<file path="config.mk">
export PLATFORM = sky130hd
export DESIGN_NAME = reset_sequencer_flat
export DESIGN_NICKNAME = d
export VERILOG_FILES = /design/src/rtl/rst_seq_pkg.sv /design/src/rtl/reset_sequencer_if.sv /design/src/rtl/rst_sync.sv /design/src/rtl/reset_sequencer.sv /design/src/flat_wrapper.sv
export SDC_FILE = /design/constraint.sdc
export NUM_CORES = 1
export LEC_CHECK = 0
export ABC_AREA = 1
export BUFFER_PORTS_ARGS = -buffer_cell sky130_fd_sc_hd__buf_2
export CAP_MARGIN = 5
export CORE_MARGIN = 4
export CORE_UTILIZATION = 45
export DETAILED_ROUTE_END_ITERATION = 10
export HOLD_SLACK_MARGIN = 0.15
export PLACE_DENSITY = 0.71
export SYNTH_ARGS = -nofsm -noshare
export SYNTH_HDL_FRONTEND = slang
export SYNTH_SLANG_ARGS = --single-unit
</file>
<file path="constraint.sdc">
create_clock -name iCLK -period 2.1 [get_ports iCLK]
set_input_delay 0.42 -clock iCLK [delete_from_list [all_inputs] [get_ports iCLK]]
set_output_delay 0.42 -clock iCLK [all_outputs]
set_load 0.05 [all_outputs]
</file>
<file path="src/rtl/rst_seq_pkg.sv">
// -----------------------------------------------------------------------------
// rst_seq_pkg
// Shared definitions for the reset sequencer:
//   state_e        - sequencer state encoding, also driven onto oSTATE
//   cnt_width_for  - minimum counter width able to hold the largest delay
// -----------------------------------------------------------------------------
package rst_seq_pkg;

  typedef enum logic [1:0] {
    ST_HOLD  = 2'd0,
    ST_WAIT  = 2'd1,
    ST_STAGE = 2'd2,
    ST_RUN   = 2'd3
  } state_e;

  // Bits needed to represent the largest of the three delay values.
  function automatic int cnt_width_for(input int init_delay,
                                       input int stage_gap,
                                       input int wdt_timeout);
    int m;
    m = init_delay;
    if (stage_gap > m)   m = stage_gap;
    if (wdt_timeout > m) m = wdt_timeout;
    return (m <= 0) ? 1 : $clog2(m + 1);
  endfunction

endpackage

</file>
<file path="src/rtl/reset_sequencer_if.sv">
// -----------------------------------------------------------------------------
// reset_sequencer_if
// Request/status bundle of the reset sequencer.
//   iSOFT_RST  - synchronous soft-reset request, active-high
//   iWDT_KICK  - watchdog kick pulse, active-high
//   oRESET     - NUM_OUT active-low resets, 1 = released
//   oREADY     - all outputs released
//   oSTATE     - sequencer state (HOLD=0, WAIT=1, STAGE=2, RUN=3)
//   oWDT_FIRED - sticky watchdog-fired flag
// master: the system side issuing requests; slave: the sequencer.
// -----------------------------------------------------------------------------
interface reset_sequencer_if #(
  parameter int NUM_OUT = 3
);
  logic               iSOFT_RST;
  logic               iWDT_KICK;
  logic [NUM_OUT-1:0] oRESET;
  logic               oREADY;
  logic [1:0]         oSTATE;
  logic               oWDT_FIRED;

  modport master (
    output iSOFT_RST, iWDT_KICK,
    input  oRESET, oREADY, oSTATE, oWDT_FIRED
  );

  modport slave (
    input  iSOFT_RST, iWDT_KICK,
    output oRESET, oREADY, oSTATE, oWDT_FIRED
  );
endinterface

</file>
<file path="src/rtl/rst_sync.sv">
// -----------------------------------------------------------------------------
// rst_sync
// Asynchronous-assert / synchronous-deassert reset synchroniser.
//   clk        - destination clock
//   rst_n      - asynchronous active-low reset in
//   sync_rst_n - reset released STAGES edges after rst_n rises, cleared
//                immediately when rst_n falls
// -----------------------------------------------------------------------------
module rst_sync #(
  parameter int STAGES = 2
) (
  input  logic clk,
  input  logic rst_n,
  output logic sync_rst_n
);

  logic [STAGES-1:0] sync_q;
  logic [STAGES-1:0] sync_d;

  // NOTE: every combinational output gets a default before any branch, so no
  // path leaves it unassigned and no latch is inferred.
  always_comb begin
    sync_d = {sync_q[STAGES-2:0], 1'b1};
  end

  // NOTE: state is updated with non-blocking assignments only, so every flop
  // samples the pre-edge values regardless of statement order.
  always_ff @(posedge clk or negedge rst_n) begin
    if (!rst_n) begin
      sync_q <= '0;
    end else begin
      sync_q <= sync_d;
    end
  end

  assign sync_rst_n = sync_q[STAGES-1];

endmodule

</file>
<file path="src/rtl/reset_sequencer.sv">
// -----------------------------------------------------------------------------
// reset_sequencer
// Synchronises the board reset, waits INIT_DELAY cycles, then releases the
// NUM_OUT active-low reset outputs in order, STAGE_GAP cycles apart. A soft
// reset (or a watchdog fire) restarts the sequence from HOLD.
//   iCLK - system clock
//   iRST - asynchronous active-low reset (pushbutton)
//   bus  - reset_sequencer_if.slave: iSOFT_RST, iWDT_KICK, oRESET, oREADY,
//          oSTATE, oWDT_FIRED
// Optional feature macro: RESET_SEQ_WATCHDOG_EN builds the RUN-state watchdog;
// without it iWDT_KICK is ignored and oWDT_FIRED is tied low.
// -----------------------------------------------------------------------------
module reset_sequencer
  import rst_seq_pkg::*;
#(
  parameter int NUM_OUT     = 3,
  parameter int CNT_W       = 28,
  parameter int INIT_DELAY  = 28'h4FFFFFF,
  parameter int STAGE_GAP   = 1024,
  parameter int SYNC_STAGES = 2,
  parameter int WDT_TIMEOUT = 28'h2FAF080
) (
  input  logic            iCLK,
  input  logic            iRST,
  reset_sequencer_if.slave bus
);

  localparam int IDX_W = $clog2(NUM_OUT + 1);

  if (NUM_OUT < 1)     begin : g_chk_num   $error("NUM_OUT must be >= 1");    end
  if (STAGE_GAP < 1)   begin : g_chk_gap   $error("STAGE_GAP must be >= 1");  end
  if (SYNC_STAGES < 2) begin : g_chk_sync  $error("SYNC_STAGES must be >= 2"); end
  if (CNT_W < cnt_width_for(INIT_DELAY, STAGE_GAP, WDT_TIMEOUT)) begin : g_chk_cnt
    $error("CNT_W too narrow for the configured delays");
  end

  logic               rst_s;
  logic               wdt_fire;
  state_e             state_q,   state_d;
  logic [CNT_W-1:0]   cnt_q,     cnt_d;
  logic [IDX_W-1:0]   idx_q,     idx_d;
  logic [NUM_OUT-1:0] rst_out_q, rst_out_d;
  logic               ready_q,   ready_d;

  rst_sync #(.STAGES(SYNC_STAGES)) u_rst_sync (
    .clk        (iCLK),
    .rst_n      (iRST),
    .sync_rst_n (rst_s)
  );

  always_comb begin
    state_d   = state_q;
    cnt_d     = cnt_q;
    idx_d     = idx_q;
    rst_out_d = rst_out_q;
    ready_d   = ready_q;

    case (state_q)
      ST_HOLD: begin
        cnt_d = '0;
        if (rst_s && !bus.iSOFT_RST) begin
          state_d = ST_WAIT;
          cnt_d   = CNT_W'(1);
        end
      end
      ST_WAIT: begin
        if (cnt_q == CNT_W'(INIT_DELAY)) begin
          rst_out_d[0] = 1'b1;
          cnt_d        = '0;
          idx_d        = IDX_W'(1);
          if (NUM_OUT == 1) begin
            state_d = ST_RUN;
            ready_d = 1'b1;
          end else begin
            state_d = ST_STAGE;
          end
        end else begin
          cnt_d = cnt_q + CNT_W'(1);
        end
      end
      ST_STAGE: begin
        // The counter restarts at 0 on each release, so the edge on which it
        // would reach STAGE_GAP is exactly STAGE_GAP cycles after the last one.
        if (cnt_q + CNT_W'(1) == CNT_W'(STAGE_GAP)) begin
          rst_out_d = rst_out_q | (NUM_OUT'(1) << idx_q);
          cnt_d     = '0;
          idx_d     = idx_q + IDX_W'(1);
          if (idx_q == IDX_W'(NUM_OUT - 1)) begin
            state_d = ST_RUN;
            ready_d = 1'b1;
          end
        end else begin
          cnt_d = cnt_q + CNT_W'(1);
        end
      end
      default: ; // ST_RUN: outputs hold until a reset event
    endcase

    // Reset event overrides any progress made this cycle.
    if (state_q != ST_HOLD && (bus.iSOFT_RST || wdt_fire)) begin
      state_d   = ST_HOLD;
      cnt_d     = '0;
      idx_d     = '0;
      rst_out_d = '0;
      ready_d   = 1'b0;
    end
  end

  always_ff @(posedge iCLK or negedge iRST) begin
    if (!iRST) begin
      state_q   <= ST_HOLD;
      cnt_q     <= '0;
      idx_q     <= '0;
      rst_out_q <= '0;
      ready_q   <= 1'b0;
    end else begin
      state_q   <= state_d;
      cnt_q     <= cnt_d;
      idx_q     <= idx_d;
      rst_out_q <= rst_out_d;
      ready_q   <= ready_d;
    end
  end

`ifdef RESET_SEQ_WATCHDOG_EN
  logic [CNT_W-1:0] wdt_q, wdt_d;
  logic             fired_q, fired_d;

  // Fires on the edge where the count would reach WDT_TIMEOUT; any exit from
  // RUN (soft reset or fire) clears the count.
  always_comb begin
    wdt_d    = '0;
    wdt_fire = 1'b0;
    fired_d  = fired_q;
    if (state_q == ST_RUN && !bus.iWDT_KICK) begin
      if (wdt_q == CNT_W'(WDT_TIMEOUT - 1)) begin
        wdt_fire = 1'b1;
        fired_d  = 1'b1;
      end else if (!bus.iSOFT_RST) begin
        wdt_d = wdt_q + CNT_W'(1);
      end
    end
  end

  always_ff @(posedge iCLK or negedge iRST) begin
    if (!iRST) begin
      wdt_q   <= '0;
      fired_q <= 1'b0;
    end else begin
      wdt_q   <= wdt_d;
      fired_q <= fired_d;
    end
  end

  assign bus.oWDT_FIRED = fired_q;
`else
  logic unused_wdt_kick;
  assign unused_wdt_kick = bus.iWDT_KICK;
  assign wdt_fire        = 1'b0;
  assign bus.oWDT_FIRED  = 1'b0;
`endif

  assign bus.oRESET = rst_out_q;
  assign bus.oREADY = ready_q;
  assign bus.oSTATE = state_q;

endmodule

</file>
<file path="src/flat_wrapper.sv">
// flat-port wrapper written by rule: the top's interface ports become plain ports
module reset_sequencer_flat import rst_seq_pkg::*;
#(
  parameter int NUM_OUT     = 3,
  parameter int CNT_W       = 28,
  parameter int INIT_DELAY  = 28'h4FFFFFF,
  parameter int STAGE_GAP   = 1024,
  parameter int SYNC_STAGES = 2,
  parameter int WDT_TIMEOUT = 28'h2FAF080
)
  (iCLK, iRST, bus_iSOFT_RST, bus_iWDT_KICK, bus_oRESET, bus_oREADY, bus_oSTATE, bus_oWDT_FIRED);
  reset_sequencer_if #(.NUM_OUT(NUM_OUT)) bus_i ();
  input  logic iCLK;
  input  logic iRST;
  input wire logic [$bits(bus_i.iSOFT_RST)-1:0] bus_iSOFT_RST;
  input wire logic [$bits(bus_i.iWDT_KICK)-1:0] bus_iWDT_KICK;
  output wire logic [$bits(bus_i.oRESET)-1:0] bus_oRESET;
  output wire logic [$bits(bus_i.oREADY)-1:0] bus_oREADY;
  output wire logic [$bits(bus_i.oSTATE)-1:0] bus_oSTATE;
  output wire logic [$bits(bus_i.oWDT_FIRED)-1:0] bus_oWDT_FIRED;
  assign bus_i.iSOFT_RST = bus_iSOFT_RST;
  assign bus_i.iWDT_KICK = bus_iWDT_KICK;
  assign bus_oRESET = bus_i.oRESET;
  assign bus_oREADY = bus_i.oREADY;
  assign bus_oSTATE = bus_i.oSTATE;
  assign bus_oWDT_FIRED = bus_i.oWDT_FIRED;
  reset_sequencer #(.NUM_OUT(NUM_OUT), .CNT_W(CNT_W), .INIT_DELAY(INIT_DELAY), .STAGE_GAP(STAGE_GAP), .SYNC_STAGES(SYNC_STAGES), .WDT_TIMEOUT(WDT_TIMEOUT)) u_core (.iCLK(iCLK), .iRST(iRST), .bus(bus_i));
endmodule
</file>
==> results of run 1 <==
[kinds of logic after synthesis]
kind of cell | synth area share
other | 0.00252
flip-flops | 0.319
buffers and inverters | 0.0932
XOR/XNOR | 0.00882
AO/OA/AOI/OAI | 0.0835
adder cells (fa/ha/maj) | 0.0378
AND/OR/NAND/NOR | 0.455
[how the worst max path moves through the flow]
stage	endpoint
2_1_floorplan	u_core.cnt_q[27]$_DFFE_PN0N_
3_3_place_gp	u_core.bus.oSTATE[0]$_DFFE_PN0P_
3_5_place_dp	u_core.bus.oSTATE[0]$_DFFE_PN0P_
4_1_cts	u_core.cnt_q[11]$_DFFE_PN0N_
5_1_grt	u_core.cnt_q[11]$_DFFE_PN0N_
6_report	u_core.cnt_q[1]$_DFFE_PN0N_
[metrics by stage]
step	power, mW	util	std cells	cell area [um^2]
after CTS	3.39	0.591	617	3780
final	3.58	0.629	620	4020
after global placement	2.44	0.548	605	3500
after floorplan	1.97	-	473	2990
after detailed placement	2.50	0.548	605	3500
after global routing	3.78	0.629	620	4020
[state kept, by name, indices dropped and copies added (netlist names)]
| register | cells |
|---|---|
| u_core.bus.oREADY | 1 |
| u_core.idx_q | 2 |
| u_core.bus.oSTATE | 2 |
| u_core.bus.oRESET | 3 |
| u_core.u_rst_sync.sync_q | 2 |
| u_core.cnt_q | 28 |
[synth_stat cells]
master	count	area, um^2
nand2_1	162	608
inv_1	61	229
nor2_1	61	229
dfrtp_1	38	951
nand3_1	33	165
a21oi_1	19	95.1
nand4_1	19	119
o21ai_0	15	75.1
ha_1	9	113
clkbuf_1	7	26.3
nand2_2	6	37.5
o21ai_1	6	30.0
nor2_2	5	31.3
nand3b_1	4	30.0
nor2_4	3	33.8
nor3_1	3	15.0
conb_1	2	7.51
nand2_4	2	22.5
o41ai_1	2	17.5
xor2_1	2	17.5
a211oi_1	1	7.51
and2_1	1	6.26
buf_4	1	7.51
buf_6	1	11.3
clkinv_1	1	3.75
nand3_2	1	10.0
nor2_8	1	20.0
nor2b_1	1	6.26
nor3_2	1	10.0
nor4_1	1	6.26
o31ai_1	1	7.51
o41ai_2	1	16.3
or2_2	1	6.26
xnor2_1	1	8.76
[area by class of cell]
cell class / count / area, um^2 / area share
multi-input cells: 365 / 2070 / 0.515
clock buffers: 5 / 68.8 / 0.0171
flip-flops and latches: 38 / 953 / 0.237
repair buffers: 70 / 527 / 0.131
well taps: 77 / 96.3 / 0.0240
clock inverters: 3 / 68.8 / 0.0171
inverters: 62 / 233 / 0.0579
[layout by cell type (no fill, tap or decap), drive strengths merged, types with 9 or more instances in the layout]
cell type,n
nor2,70
nand4,19
ha,9
a21oi,19
inv,61
buf,69
nand2,171
nand3,34
dfrtp,38
o21ai,21
[power by group through the flow]
stage	Sequential [mW]	Clock, mW	Combinational [mW]
2_1_floorplan	1.07	0	0.900
3_3_place_gp	0.900	0	1.54
3_5_place_dp	0.909	0	1.59
4_1_cts	0.900	0.797	1.69
5_1_grt	0.922	0.824	2.03
6_report	0.904	0.784	1.89
[per-layer routing]
| metal | vias to the layer above | track usage | share of wire |
|---|---|---|---|
| met5 | - | 0 | 0 |
| met4 | 0 | 0.139 | 0.041 |
| met3 | 38 | 0.0525 | 0.066 |
| met2 | 157 | 0.390 | 0.49 |
| met1 | 1583 | 0.303 | 0.41 |
| li1 | 1639 | - | - |
[worst max-delay path, cell delays in order (launching register included)]
cell and delay (ns):
dfrtp_1 0.41, ha_4 0.17, nand2_4 0.05, nor2_4 0.26, nand3_2 0.19, nor2_1 0.21
nand3_1 0.14, o41ai_4 0.37, buf_4 0.21, nand2_8 0.10, nand2_1 0.07, nand2_1 0.05
[timing repair]
item / in CTS / in global routing
gates cloned: 1 / 0
hold endpoints to repair: 8 / 0
gates resized for setup: 25 / 57
endpoints found under the setup margin: 25 / 28
pin swaps: 3 / 28
hold buffers: 1 / 0
setup buffers: 2 / 3
==> metrics.md, run 1 <==
| Metric | Value |
|---|---|
| GPL Wtd Cong | between 0.9 and 1 |
| Dpl hpwl | ~6700 um |
| I/O pin count | 11 |
| Critical Path RT | about 2.3 ns |
| Vias in the first global route | 3257 |
| Setup WS post-layout | -0.228 ns |
| Remaining routing DRC violations | 0 |
| Syn Inst Count | ~470 |
| CTS sink count | 38 |
| Dpl ws | -0.261 ns |
| Setup Crit Path Kind | reg -> reg |
| Critical Path Start | u_core.cnt_q[0]$_DFFE_PN0N_ |
| Initial Util | 0.467 |
| WP data arrival | 2.52 ns |
| I/O Buffers | 8 |
| Net Count, Synth | ~500 |
| HP Class | reg -> reg |
| # rows | 29 |
| Worst vdd ir | 0.809 mV |
| Internal power | between 1.5 and 2 mW |
| PD cells | 890 nW/um^2 |
| Die H | 89.4 um |
| First-pass GRT wire length | around 15000 um |
| RSZ-0062 raised after global routing | yes |
| Cell Area, Synth | slightly below 3000 um^2 |
| Fin crit share | 1.11 |
| Total Wirelength | ~9600 um |
| Psw | 1.68 mW |
| Die area | approximately 8000 um^2 |
| Clock-pin slew on the worst setup and hold paths | roughly 0.090 ns |
| Total number of vias | approximately 3400 |
| Outcome | complete, but fails checks |
| Post-synthesis sequential area ratio | 0.319 |
| Finish-stage setup viols | 25 |
| Post-DRT Antenna Nets | 0 |
| Sequential Power Share | 0.253 |
| CTS tree | built |
| Drt via density | approximately 5.5 |
| Worst Skew | about 0.0053 ns |
| HP Start | u_core.u_rst_sync.sync_q[0]$_DFF_PN0_ |
| Hold Path Depth | 0 |
| GRT Util Overall | 0.244 |
| Setup crit start kind | register |
| Final hold vios | 0 |
| Max_cap viols | 0 |
| Logic pwr share | 0.528 |
| Clk root buf | clkbuf_8 |
| Pleak | 1.87 nW |
| Post-synth cell types | 34 |
| Area delta synth->final | 34.8% |
| Wire per inst | between 15 and 20 um |
| Crit Reg-Reg Startpoint | u_core.cnt_q[0]$_DFFE_PN0N_ |
| CTS Buf Count | 5 |
| R2r endpoint | u_core.cnt_q[1]$_DFFE_PN0N_ |
| H-tree Lvls | 2 |
| Critical path capture point type | register |
| Initial antenna violation count | 0 |
| Die width | approximately 89 um |
| Share of cells above drive strength 1 | 0.282 |
| Setup TNS | -4.87 ns |
| Hold Slack | 0.356 ns |
| Yosys warns | 0 |
| Max Freq | between 400 and 500 MHz |
| ANT cells | 0 |
| Post-Syn Area per Cell | around 6.3 um^2 |
| Failing checks | negative setup slack |
| Switching Share | 0.470 |
| CTS max path bufs | 2 |
| Final net count | approximately 560 |
| Fill cells | between 500 and 600 |
| Power share of the clock group | 0.219 |
| Final slew viol count | 0 |
| Clock latency on the worst-skew pair | roughly 0.3 ns |
| Worst hold endpoint | u_core.u_rst_sync.sync_q[1]$_DFF_PN0_ |
| CP max FO | 8 |
| Largest net degree at the start of global routing | 18 |
| Min cycle time layout | ~2.3 ns |
| R2R Setup Slk | -0.23 ns |
| R2R depth | 11 |
| DR pass1 iterations | 5 |
| Flops & latches, synth | 38 |
| Core ar. | around 6400 um^2 |
| Total congestion overflow | 0 |
| Starting DRT DRC Count | between 300 and 400 |
No activity file was read; power rests on OpenSTA's default activity.
==> inputs of run 2 (changes only) <==
--- a/config.mk
+++ b/config.mk
@@ -6,7 +6,7 @@
 export NUM_CORES = 1
 export LEC_CHECK = 0
 export ABC_AREA = 1
-export BUFFER_PORTS_ARGS = -buffer_cell sky130_fd_sc_hd__buf_2
+export BUFFER_PORTS_ARGS = -buffer_cell sky130_fd_sc_hd__buf_4
 export CAP_MARGIN = 5
 export CORE_MARGIN = 4
 export CORE_UTILIZATION = 45
==> metrics.md, run 2 (synthesis gave the netlist of run 1 again) <==
| Metric | Value |
|---|---|
| Outcome | complete, but fails checks (unchanged) |
| Failing checks | negative setup slack (unchanged) |
| Biggest register | u_core.cnt_q (unchanged) |
| Finish-stage setup viols | 25 (unchanged) |
| Critical path capture point type | register (unchanged) |
| Critical path cell sequence | buf_4, nand3_4, xor2_1, nor2b_2, buf_4, nand4_1, nor2_1, nand2_1, nor2_2, nand3_2, nand2_4, nand2_8, nand2_2, nand2_1 (was ha_4, nand2_4, nor2_4, nand3_2, nor2_1, nand3_1, o41ai_4, buf_4, nand2_8, nand2_1, nand2_1) |
| Worst Skew | 0.00503 ns (was 0.00532 ns) |
| Max Freq | 444 MHz (was 430 MHz) |
| Most frequent cells in the layout | nand2_1 (136), buf_4 (70), inv_1 (57), nor2_1 (44), dfrtp_1 (35) (was nand2_1 (142), inv_1 (59), buf_4 (56), nor2_1 (50), dfrtp_1 (36)) |
| CTS tree | built (unchanged) |
| CP max FO | 8 (unchanged) |
| Total congestion overflow | 0 (unchanged) |
| I/O pin count | 11 (unchanged) |
| Crit Reg-Reg Startpoint | u_core.cnt_q[0]$_DFFE_PN0N_ (unchanged) |
| Post-DRT Antenna Nets | 0 (unchanged) |
| RSZ-0062 raised after global routing | yes (unchanged) |
| Setup WS post-layout | -0.155 ns (was -0.228 ns) |
| Clock latency on the worst-skew pair | 0.31 ns (was 0.30 ns) |
| Final net count | 560 (was 555) |
| Drt via density | 5.43 (was 5.51) |
| Setup Crit Path Kind | reg -> reg (unchanged) |
| Total Wirelength | 9310 um (was 9600 um) |
| Critical path's slowest cell | dfrtp_1 (unchanged) |
| R2R Setup Slk | -0.15 ns (was -0.23 ns) |
| Initial antenna violation count | 0 (unchanged) |
| Max_cap viols | 0 (unchanged) |
| ANT cells | 0 (unchanged) |
| Total power draw | 3.58 mW (about the same) |
| Clk root buf | clkbuf_8 (unchanged) |
| Area delta synth->final | 35.8% (was 34.8%) |
| Placed Cells incl. Taps | 600 (was 605) |
| Commonest non-fill, non-tap cell in the layout | nand2_1 (unchanged) |
| DR pass1 iterations | 5 (unchanged) |
| Final slew viol count | 0 (unchanged) |
| Worst vdd ir | 0.917 mV (was 0.809 mV) |
| CTS max path bufs | 2 (unchanged) |
| Multi-input logic area | 2050 um^2 (was 2070 um^2) |
| Final hold vios | 0 (unchanged) |
| Largest net degree at the start of global routing | 39 (was 18) |
| First-pass GRT wire length | 14800 um (was 14900 um) |
| Critical Path RT | 2.30 ns (about the same) |
| Setup crit start kind | register (unchanged) |
| Wire per inst | 14.9 um (was 15.5 um) |
| Max reg flops | 28 (unchanged) |
| Sequential cell area | 955 um^2 (was 953 um^2) |
| Max stage delay on crit path | 0.44 ns (was 0.41 ns) |
| Worst hold endpoint | u_core.u_rst_sync.sync_q[1]$_DFF_PN0_ (unchanged) |
| HP Class | reg -> reg (unchanged) |
| Final Non-Filler Cells | 625 (was 620) |
| Dpl hpwl | 6320 um (was 6670 um) |
| R2r endpoint | u_core.cnt_q[11]$_DFFE_PN0N_ (was u_core.cnt_q[1]$_DFFE_PN0N_) |
| Remaining routing DRC violations | 0 (unchanged) |
| Relative slew slack | 0.666 |
| R2R depth | 14 (was 11) |
| Fin crit share | 1.07 (was 1.11) |
| Slew @ Worst Pin | 0.501 ns |
| WP data arrival | 2.46 ns (was 2.52 ns) |
| Die width | 89.4 um (unchanged) |
| Die area | 7990 um^2 (unchanged) |
| Min cycle time layout | 2.25 ns (was 2.33 ns) |
| CTS Buf Count | 5 (unchanged) |
| Starting DRT DRC Count | 312 (was 395) |
| CTS sink count | 38 (unchanged) |
| # rows | 29 (unchanged) |
| H-tree Lvls | 2 (unchanged) |
| Initial Util | 0.467 (unchanged) |
| Share of cells above drive strength 1 | 0.310 (was 0.282) |
| Clock-pin slew on the worst setup and hold paths | 0.09 ns (about the same) |
| HP Start | u_core.u_rst_sync.sync_q[0]$_DFF_PN0_ (unchanged) |
| PD cells | 884 nW/um^2 (was 890 nW/um^2) |
| Total number of vias | 3392 (was 3417) |
| Fill cells | 553 (was 563) |
| Hold Path Depth | 0 (unchanged) |
| Pleak | 1.86 nW (was 1.87 nW) |
| GRT Util Overall | 0.242 (was 0.244) |
| Vias in the first global route | 3180 (was 3257) |
| I/O Buffers | 8 (unchanged) |
| Core ar. | 6390 um^2 (unchanged) |
| Die H | 89.4 um (unchanged) |
| GPL Wtd Cong | 0.950 (was 0.944) |
run 2: cell count changes in the layout (fill, tap and decap cells not counted), sizes merged:
cell,change
buf,+5
run 2: report_power, final:
group	switching [mW]	internal, mW
clock	0.313	0.477
combinational	1.28	0.595
sequential	0.0862	0.824
run 2: stage by stage:
stage                     hold WS, ns  cell area (um^2)  utilization  setup WS [ns]  setup TNS [ns]
final                           0.371              4050        0.634         -0.155           -3.15
after detailed placement        0.354              3480        0.545         -0.241           -3.81
after global placement          0.332              3480        0.545         -0.174           -2.91
after global routing            0.381              4050        0.634         -0.303           -6.47
after CTS                       0.375              3920        0.613        -0.0972           -1.77
after floorplan                 0.124              2990            -         0.0193               0
run 2: layout make-up:
class | instances | share of cell area
clock buffers | 5 | 0.0170
flip-flops and latches | 38 | 0.236
inverters | 62 | 0.0575
multi-input cells | 365 | 0.505
clock inverters | 3 | 0.0170
well taps | 77 | 0.0238
repair buffers | 75 | 0.143
run 2: what timing repair did:
item                                   in CTS  in global routing
gates resized for setup                    59                 26
pin swaps                                  34                 15
endpoints found under the hold margin      38                  0
gates cloned                                1                  0
setup endpoints to repair                  25                 27
hold buffers                                1                  0
buffers inserted                            9                  6
run 2: critical path, delay by kind of cell, from the launching register on:
family | cells | cell delay [ns]
and+or+nand+nor | 11 | 1.20
xor gates and xnor gates | 1 | 0.21
buffers and inverters | 2 | 0.31
DFF | 1 | 0.44
run 2: per-layer routing:
layer,vias to the layer above,wire length [um],global-route usage
met5,-,0,0
met4,0,297,0.106
met3,32,586,0.0488
met2,118,4540,0.398
met1,1587,3890,0.306
li1,1655,-,-
run 2: worst max-delay path by stage:
| stage | depth (start not counted) | from | endpoint | slack (ns) |
|---|---|---|---|---|
| 2_1_floorplan | 9 | u_core.bus.oSTATE[0]$_DFFE_PN0P_ | u_core.cnt_q[27]$_DFFE_PN0N_ | 0.02 |
| 3_3_place_gp | 11 | u_core.cnt_q[0]$_DFFE_PN0N_ | u_core.bus.oSTATE[0]$_DFFE_PN0P_ | -0.17 |
| 3_5_place_dp | 14 | u_core.cnt_q[0]$_DFFE_PN0N_ | u_core.bus.oSTATE[1]$_DFFE_PN0P_ | -0.24 |
| 4_1_cts | 15 | u_core.cnt_q[0]$_DFFE_PN0N_ | u_core.cnt_q[1]$_DFFE_PN0N_ | -0.1 |
| 5_1_grt | 14 | u_core.cnt_q[0]$_DFFE_PN0N_ | u_core.bus.oSTATE[0]$_DFFE_PN0P_ | -0.30 |
| 6_report | 14 | u_core.cnt_q[0]$_DFFE_PN0N_ | u_core.cnt_q[11]$_DFFE_PN0N_ | -0.15 |
